**config.mk**
```make
export PLATFORM = sky130hd
export DESIGN_NAME = uart_tx_cfg
export DESIGN_NICKNAME = d
export VERILOG_FILES = /design/src/rtl/uart_pkg.sv /design/src/rtl/uart_tx_cfg.sv
export SDC_FILE = /design/constraint.sdc
export NUM_CORES = 1
export LEC_CHECK = 0
export BUFFER_PORTS_ARGS = -buffer_cell sky130_fd_sc_hd__buf_2
export CAP_MARGIN = 20
export CORE_ASPECT_RATIO = 1.75
export CORE_MARGIN = 4
export CORE_UTILIZATION = 61
export DETAILED_ROUTE_END_ITERATION = 10
export GPL_TIMING_DRIVEN = 0
export PLACE_DENSITY = 0.84
export RECOVER_POWER = 25
export SYNTH_ARGS = -nofsm -noshare
export SYNTH_HDL_FRONTEND = slang
export SYNTH_SLANG_ARGS = --single-unit
```
**constraint.sdc**
```tcl
create_clock -name clk -period 6.6 [get_ports clk]
set_clock_uncertainty 0.2 [all_clocks]
set_input_delay 0.66 -clock clk [delete_from_list [all_inputs] [get_ports clk]]
set_output_delay 0.66 -clock clk [all_outputs]
set_load 0.03 [all_outputs]
```
**src/rtl/uart_pkg.sv**
```systemverilog
// uart_pkg: shared UART state and configuration encodings
package uart_pkg;
  typedef enum logic [2:0] {IDLE, START, DATA, PARITY, STOP} state_t;
  typedef enum logic [1:0] {PAR_NONE = 2'b00, PAR_EVEN = 2'b01, PAR_ODD = 2'b10} parity_t;
  typedef enum logic [1:0] {STOP_1 = 2'b00, STOP_1P5 = 2'b01, STOP_2 = 2'b10} stop_t;
endpackage

```
**src/rtl/uart_tx_cfg.sv**
```systemverilog
// uart_tx_cfg: UART transmitter with runtime data length, parity, stop length and valid/ready
module uart_tx_cfg
  import uart_pkg::*;
#(
  parameter int DATA_SIZE = 8,
  parameter int SAMPLE = 16,
  parameter int BIT_COUNT_SIZE = $clog2(DATA_SIZE + 1),
  parameter int TICK_COUNT_SIZE = $clog2(2 * SAMPLE)
) (
  input  logic                      clk,
  input  logic                      reset,
  input  logic                      s_tick,
  input  logic [DATA_SIZE-1:0]      data_in,
  input  logic                      tx_valid,
  output logic                      tx_ready,
  input  logic [BIT_COUNT_SIZE-1:0] cfg_data_bits,
  input  logic [1:0]                cfg_parity,
  input  logic [1:0]                cfg_stop,
  output logic                      tx,
  output logic                      tx_busy,
  output logic                      tx_done_tick
);
  localparam logic [BIT_COUNT_SIZE-1:0] MIN_BITS = BIT_COUNT_SIZE'(5);
  localparam logic [BIT_COUNT_SIZE-1:0] MAX_BITS = BIT_COUNT_SIZE'(DATA_SIZE);
  localparam logic [TICK_COUNT_SIZE-1:0] LAST_1 = TICK_COUNT_SIZE'(SAMPLE - 1);
  localparam logic [TICK_COUNT_SIZE-1:0] LAST_1P5 = TICK_COUNT_SIZE'(3 * SAMPLE / 2 - 1);
  localparam logic [TICK_COUNT_SIZE-1:0] LAST_2 = TICK_COUNT_SIZE'(2 * SAMPLE - 1);
  state_t state;
  logic [TICK_COUNT_SIZE-1:0] tick, stop_last, stop_last_in;
  logic [BIT_COUNT_SIZE-1:0] bit_idx, nbits, nbits_in;
  logic [DATA_SIZE-1:0] shift;
  logic par_en, par_odd, par, bit_end;
  always_comb begin
    nbits_in = cfg_data_bits < MIN_BITS ? MIN_BITS : cfg_data_bits > MAX_BITS ? MAX_BITS : cfg_data_bits;
    stop_last_in = cfg_stop == STOP_1P5 ? LAST_1P5 : cfg_stop == STOP_2 ? LAST_2 : LAST_1;
    bit_end = s_tick && tick == LAST_1;
  end
  always_ff @(posedge clk) begin
    if (reset) begin
      state <= IDLE;
      tick <= '0;
      bit_idx <= '0;
      nbits <= '0;
      stop_last <= '0;
      shift <= '0;
      par_en <= 1'b0;
      par_odd <= 1'b0;
      par <= 1'b0;
      tx <= 1'b1;
      tx_ready <= 1'b1;
      tx_busy <= 1'b0;
      tx_done_tick <= 1'b0;
    end else begin
      tx_done_tick <= 1'b0;
      case (state)
        IDLE: begin
          tx <= 1'b1;
          tx_ready <= 1'b1;
          if (tx_valid && tx_ready) begin
            state <= START;
            tx <= 1'b0;
            tx_ready <= 1'b0;
            tx_busy <= 1'b1;
            tick <= '0;
            bit_idx <= '0;
            shift <= data_in;
            nbits <= nbits_in;
            par_en <= cfg_parity == PAR_EVEN || cfg_parity == PAR_ODD;
            par_odd <= cfg_parity == PAR_ODD;
            stop_last <= stop_last_in;
            par <= 1'b0;
          end
        end
        START: if (bit_end) begin
          tick <= '0;
          state <= DATA;
          tx <= shift[0];
        end else if (s_tick) tick <= tick + 1'b1;
        DATA: if (bit_end) begin
          tick <= '0;
          par <= par ^ shift[0];
          shift <= shift >> 1;
          if (bit_idx == nbits - 1'b1) begin
            state <= par_en ? PARITY : STOP;
            tx <= par_en ? par ^ shift[0] ^ par_odd : 1'b1;
          end else begin
            bit_idx <= bit_idx + 1'b1;
            tx <= shift[1];
          end
        end else if (s_tick) tick <= tick + 1'b1;
        PARITY: if (bit_end) begin
          tick <= '0;
          state <= STOP;
          tx <= 1'b1;
        end else if (s_tick) tick <= tick + 1'b1;
        STOP: if (s_tick && tick == stop_last) begin
          // tx_ready rises one clk later, in IDLE
          tick <= '0;
          state <= IDLE;
          tx_busy <= 1'b0;
          tx_done_tick <= 1'b1;
        end else if (s_tick) tick <= tick + 1'b1;
        default: state <= IDLE;
      endcase
    end
  end
endmodule

```
==> metrics.cfg, run 1 <==
[status]
status = complete, no violations

[synth]
syn-instance-count = 215
synthFlopType = dfxtp_1
synth-async-reset-ratio = 0
synth_largest_area_cell = dfxtp_1
synth_nets = 241
synth_top_area_frac = 0.371
synth_area_per_cell_um2 = 8.54
synth_compound_area_frac = 0.214
synth_seq_cells = 34
synth_xor_area_frac = 0.0599
synth_mux_area_frac = 0.0606
seq_area_frac_synth = 0.371
ys_top_cells_by_area = dfxtp_1 (37%), nor2_1 (5.9%), a211oi_1 (5.7%), mux2i_1 (5.4%), ha_1 (4.1%)
synth-edff-count = 0
syn_area_um2 = 1840
yosysWarnings = 0
synth_top_family_by_area = compound AO/OA/AOI/OAI gates
synthAdderAreaFrac = 0.0409
ys_types = 41
yosys.area_share.simple = 0.190

[sta]
fin_ws_ps = 3570
slew_headroom = 0.229
finalSetupTns_ps = 0
rsz0062_at_grt = no
drv_slew = 0
worst_slew_pin_slew_ps = 1130
min_period_over_period = 0.459
fmax_ghz = 0.330
finalHoldViolCount = 0
timing.hold.ws_ps = 273
setup_viol = 0
finalCriticalPeriod_ps = 3030

[final_layout]
stdcell_area_um2 = 2070
multi_input_comb_area_um2 = 1030
diodes = 0
nFillCells = 234
final_cells = 273
finalNetCount = 270
syn_to_final_growth_pct = 12.9
seqCellArea_um2 = 681
drive_gt1_frac = 0.147

[worst_setup_path]
crit_path_start_kind = register
max_stage_delay_ps = 540
cp.required_ps = 6590
arrival_ps = 3020
end_kind = register
cp.buffers_inverters = 2
crit_family = compound AO/OA/AOI/OAI gates
path_max_fanout = 10
path_cells = ha_1 > and3_1 > ha_1 > nand2_1 > a2111oi_0 > clkbuf_1 > buf_2 > nor2_1 > a211oi_1
crit_type = register to register
crit_top_cell = ha_1
critPathSlowestCell = a2111oi_0

[clock_tree]
clk_pin_slew_ps = 70
cts_setup_buffers = 0
htree_levels = 2
cts_buffers = 5
cts_root_buf = clkbuf_8
postCtsResizedCells = 0
cts.path.max_buffers = 2
cts_sinks = 34
cts_hold_buf = 0
clock_latency_ps = 290
cts_tree = done

[grt]
grt_start_max_net_pins = 11
grt_pass1_vias = 1704
grt_pass1_wl_mm = 7.33
track_usage = 0.239
overflow = 0
grt_antenna_before_repair = 0

[die]
die_area_um2 = 3990
die_w_um = 49.5
die_y_um = 80.6
placeableCoreArea_um2 = 2900
io_pins = 24
start_util = 0.634
rows = 26

[placement]
place_congestion = 0.828
dp_hpwl_mm = 3.11
dp_slack_ps = 3480
portBuffers = 22
postPlaceCellArea_um2 = 1980
dpl.cell_count = 265

[route]
drc = 0
drt_wl_total_mm = 4.11
drt-initial-drc-count = 55
ant_nets = 0
via_per_inst = 6.07
first_pass_iters = 4
wl_per_cell_um = 15.0
via_count = 1656

[pwr]
leakagePower_nw = 0.889
p_per_area_nw_per_um2 = 416
peakVddDrop_uv = 298

[min_path]
hp-class = register to register

[job]
maxCapViolations = 0

synthesized netlist by cell type, drive strengths merged, types with 4 or more instances:
cell and n:
nor3 6, nand2 19, a21oi 13, a211oi 14, inv 11, xor2 7, nand3 6, mux2i 10
ha 6, nand4 4, clkbuf 7, nor2 29, o21ai 13, dfxtp 34
tightest hold or removal path, delay by kind of cell (launching register included):
| kind | cells | cell delay (ps) |
|---|---|---|
| AOI/OAI and AO/OA | 1 | 50 |
| DFF | 1 | 320 |
| and+or+nand+nor | 1 | 50 |
per-layer routing:
layer	vias up	routed length [µm]	GRT usage
met3	16	125	0.0464
li1	835	-	-
met4	0	113	0.158
met5	-	0	0
met1	768	1560	0.226
met2	37	2310	0.456
registers in the layout (all words and copies together), names as in the netlist:
signal,count
bit_idx,4
tx_busy,1
nbits,4
par_odd,1
tx_ready,1
par,1
stop_last,3
tx_done_tick,1
par_en,1
tx,1
tick,5
shift,8
state,3
area by class of cell:
type,instances,area share
clock buffers,8,0.0531
inverters,11,0.0199
repair buffers,22,0.0507
flip-flops and latches,34,0.328
well taps,28,0.0169
multi-input cells,160,0.499
plain buffers,10,0.0320
per-stage QoR:
| step | power [mW] | utilization |
|---|---|---|
| after floorplan | 0.605 | - |
| after global placement | 0.680 | 0.685 |
| after detailed placement | 0.694 | 0.685 |
| after CTS | 0.874 | 0.723 |
| after global routing | 0.932 | 0.716 |
| final | 0.863 | 0.716 |
path summary, 6_finish.rpt:
path | startpoint | end | slack, ps | cells past startpoint
max reg2reg | tick[0]$_SDFFE_PP0P_ | shift[0]$_SDFFE_PP0P_ | 3570 | 9
max | tick[0]$_SDFFE_PP0P_ | shift[0]$_SDFFE_PP0P_ | 3570 | 9
min reg2reg | nbits[3]$_SDFFE_PP0P_ | nbits[3]$_SDFFE_PP0P_ | 270 | 2
min | nbits[3]$_SDFFE_PP0P_ | nbits[3]$_SDFFE_PP0P_ | 270 | 2
power by group:
part | leakage [nW] | total (mW) | switching, mW | internal (mW)
registers | 0.279 | 0.308 | 0.0455 | 0.262
clock network | 0.0575 | 0.178 | 0.0731 | 0.105
logic | 0.552 | 0.377 | 0.225 | 0.151
placed cells by master (no fill, tap or decap), types with 3 or more instances in the layout:
cell type  synthesis  routed
a211oi_1          14      14
a21oi_1           13      13
a32o_1             3       3
buf_2              1      19
clkbuf_1           4       9
clkbuf_8           3      10
dfxtp_1           34      34
ha_1               6       6
inv_1             11      11
mux2i_1           10      10
nand2_1           19      19
nand2b_1           3       3
nand3_1            6       6
nand4_1            4       4
nor2_1            29      29
nor3_1             6       6
o21ai_0           13      13
xnor2_1            3       3
xor2_1             7       7
logic make-up (layout without fill, tap and decap cells):
family                     after synthesis  after routing
DFF                                     34             34
adders and majority gates                6              6
buffers and inverters                   21             51
muxes                                   11             11
and+or+nand+nor                         76             76
xor gates and xnor gates                11             11
AOI/OAI and AO/OA                       56             56
(Power assumes the default switching activity.)
==> run 2, diff against run 1 <==
--- a/config.mk
+++ b/config.mk
@@ -9,10 +9,10 @@
 export CAP_MARGIN = 20
 export CORE_ASPECT_RATIO = 1.75
 export CORE_MARGIN = 4
-export CORE_UTILIZATION = 61
+export CORE_UTILIZATION = 57
 export DETAILED_ROUTE_END_ITERATION = 10
 export GPL_TIMING_DRIVEN = 0
-export PLACE_DENSITY = 0.84
+export PLACE_DENSITY = 0.79
 export RECOVER_POWER = 25
 export SYNTH_ARGS = -nofsm -noshare
 export SYNTH_HDL_FRONTEND = slang
==> constraint.sdc (replaced) <==
create_clock -name clk -period 2.9 [get_ports clk]
set_clock_uncertainty 0.2 [all_clocks]
set_input_delay 0.29 -clock clk [delete_from_list [all_inputs] [get_ports clk]]
set_output_delay 0.29 -clock clk [all_outputs]
set_load 0.03 [all_outputs]
==> run 2 against run 1 <==
Compared with the run above: count of clock-buffer cells in the layout decreased by 1; critical path type unchanged; utilization decreased by 4.1 points; largest cell class unchanged; total power increased by 130%; setup slack got worse by 3400 ps; via count increased by 0.24%; first-iteration DRC count decreased by 31%; global-route usage decreased by 2.2 points.
==> metrics.cfg, run 2 (synthesis gave the netlist of run 1 again) <==
[pwr]
p_per_area_nw_per_um2 = 948
power_frac_comb = 0.436
finalPower_mw = 1.99
power.switching_mw = 0.774
leakagePower_nw = 0.889
internal_power_mw = 1.21
p_sw_frac = 0.389
p_seq_frac = 0.353
peakVddDrop_uv = 582
clock_power_share = 0.210

[placement]
portBuffers = 22
dpl.cell_count = 280
dp_hpwl_mm = 3.06
place_congestion = 0.854

[die]
die_w_um = 50.9
die_y_um = 83.1
start_util = 0.591
die_area_um2 = 4230
placeableCoreArea_um2 = 3110
io_pins = 24
rows = 27

[clock_tree]
clock_latency_ps = 280
cts_buffers = 5
cts_sinks = 34
cts.path.max_buffers = 2
cts_root_buf = clkbuf_8
cts_hold_buf = 0
htree_levels = 2
cts_setup_buffers = 0
clk_pin_slew_ps = 70
cts_tree = done

[worst_setup_path]
cp.required_ps = 2910
crit_type = register to register
end_kind = register
crit_top_cell = ha_1
crit_path_start_kind = register
critPathSlowestCell = a2111oi_2
cp.buffers_inverters = 2
crit_family = compound AO/OA/AOI/OAI gates
max_stage_delay_ps = 470
path_cells = ha_1 > and3_1 > ha_1 > nand2_1 > a2111oi_2 > buf_4 > buf_2 > nand4b_1 > a21oi_1
path_max_fanout = 10
arrival_ps = 2700

[sta]
slew_headroom = 0.0677
fmax_ghz = 0.372
finalCriticalPeriod_ps = 2690
min_period_over_period = 0.926
setup_viol = 0
drv_slew = 0
timing.hold.ws_ps = 28.1
worst_slew_pin_slew_ps = 1360
finalHoldViolCount = 0

[grt]
track_usage = 0.217
grt_pass1_vias = 1699
grt_antenna_before_repair = 0
grt_start_max_net_pins = 11
grt_pass1_wl_mm = 7.21
overflow = 0

[final_layout]
final_common_cell = dfxtp_1
regMostFlops = shift
drive_gt1_frac = 0.147
mostFrequentLayoutCells = dfxtp_1 (34), nor2_1 (29), nand2_1 (19), buf_2 (19), a211oi_1 (14)
final_cells = 288
finalNetCount = 270
syn_to_final_growth_pct = 14.2
diodes = 0
largest_reg_flops = 8
reg_top3 = shift: 8 flops, tick: 5 flops

[route]
via_count = 1660
via_per_inst = 5.76
wl_met2_mm = 2.23
top_layer = met4
wl_met3_um = 126
drt-initial-drc-count = 38
drc = 0
first_pass_iters = 4
drt_wl_total_mm = 4.03
wl_per_cell_um = 14.0
ant_nets = 0
wl_met1_mm = 1.54

[status]
status = complete, no violations

[min_path]
hp-class = primary input to register

[job]
maxCapViolations = 0

==> run 2: per-stage QoR <==
step | TNS (ps) | util | setup WS (ps) | cell area (µm²)
CTS | 0 | 0.678 | 7.81 | 2110
finish | 0 | 0.675 | 214 | 2100
detailed placement | -349 | 0.644 | -114 | 2000
global placement | -167 | 0.644 | -60.5 | 2000
global route | -51.2 | 0.675 | -40.6 | 2100
floorplan | 0 | - | 392 | 1840
==> run 2: layout make-up <==
class                           instances  area [µm²]
Multi-Input combinational cell        160        1040
Fill cell                             296        1010
Sequential cell                        34         681
Timing Repair Buffer                   22         105
Clock buffer                            7        76.3
Buffer                                 10        70.1
Tap cell                               43        53.8
Inverter                               11        41.3
Clock inverter                          1        30.0
==> run 2: final timing paths <==
kind | start | end | slack, ps | cells after the start
max | tick[1]$_SDFFE_PP0P_ | par$_SDFFE_PP0P_ | 210 | 9
min | cfg_data_bits[3] | nbits[2]$_SDFFE_PP0P_ | 30 | 2
max reg2reg | tick[1]$_SDFFE_PP0P_ | par$_SDFFE_PP0P_ | 210 | 9
min reg2reg | nbits[3]$_SDFFE_PP0P_ | nbits[3]$_SDFFE_PP0P_ | 280 | 2
==> run 2: timing repair <==
item,4_1_cts,5_1_grt
endpoints found under the hold margin,0,0
gates resized for setup,1,5
setup endpoints to repair,4,11
==> run 2: metal layers <==
metal / GRT usage / up-vias
met5: 0 / -
met2: 0.391 / 39
li1: - / 834
met4: 0.108 / 0
met1: 0.225 / 773
met3: 0.0449 / 14
==> run 2: power by group through the flow <==
stage | clock network [mW] | registers, mW | logic (mW)
after global placement | 0 | 0.707 | 0.845
final | 0.418 | 0.702 | 0.868
after floorplan | 0 | 0.715 | 0.662
after detailed placement | 0 | 0.711 | 0.862
after CTS | 0.428 | 0.702 | 0.868
after global routing | 0.449 | 0.725 | 0.976
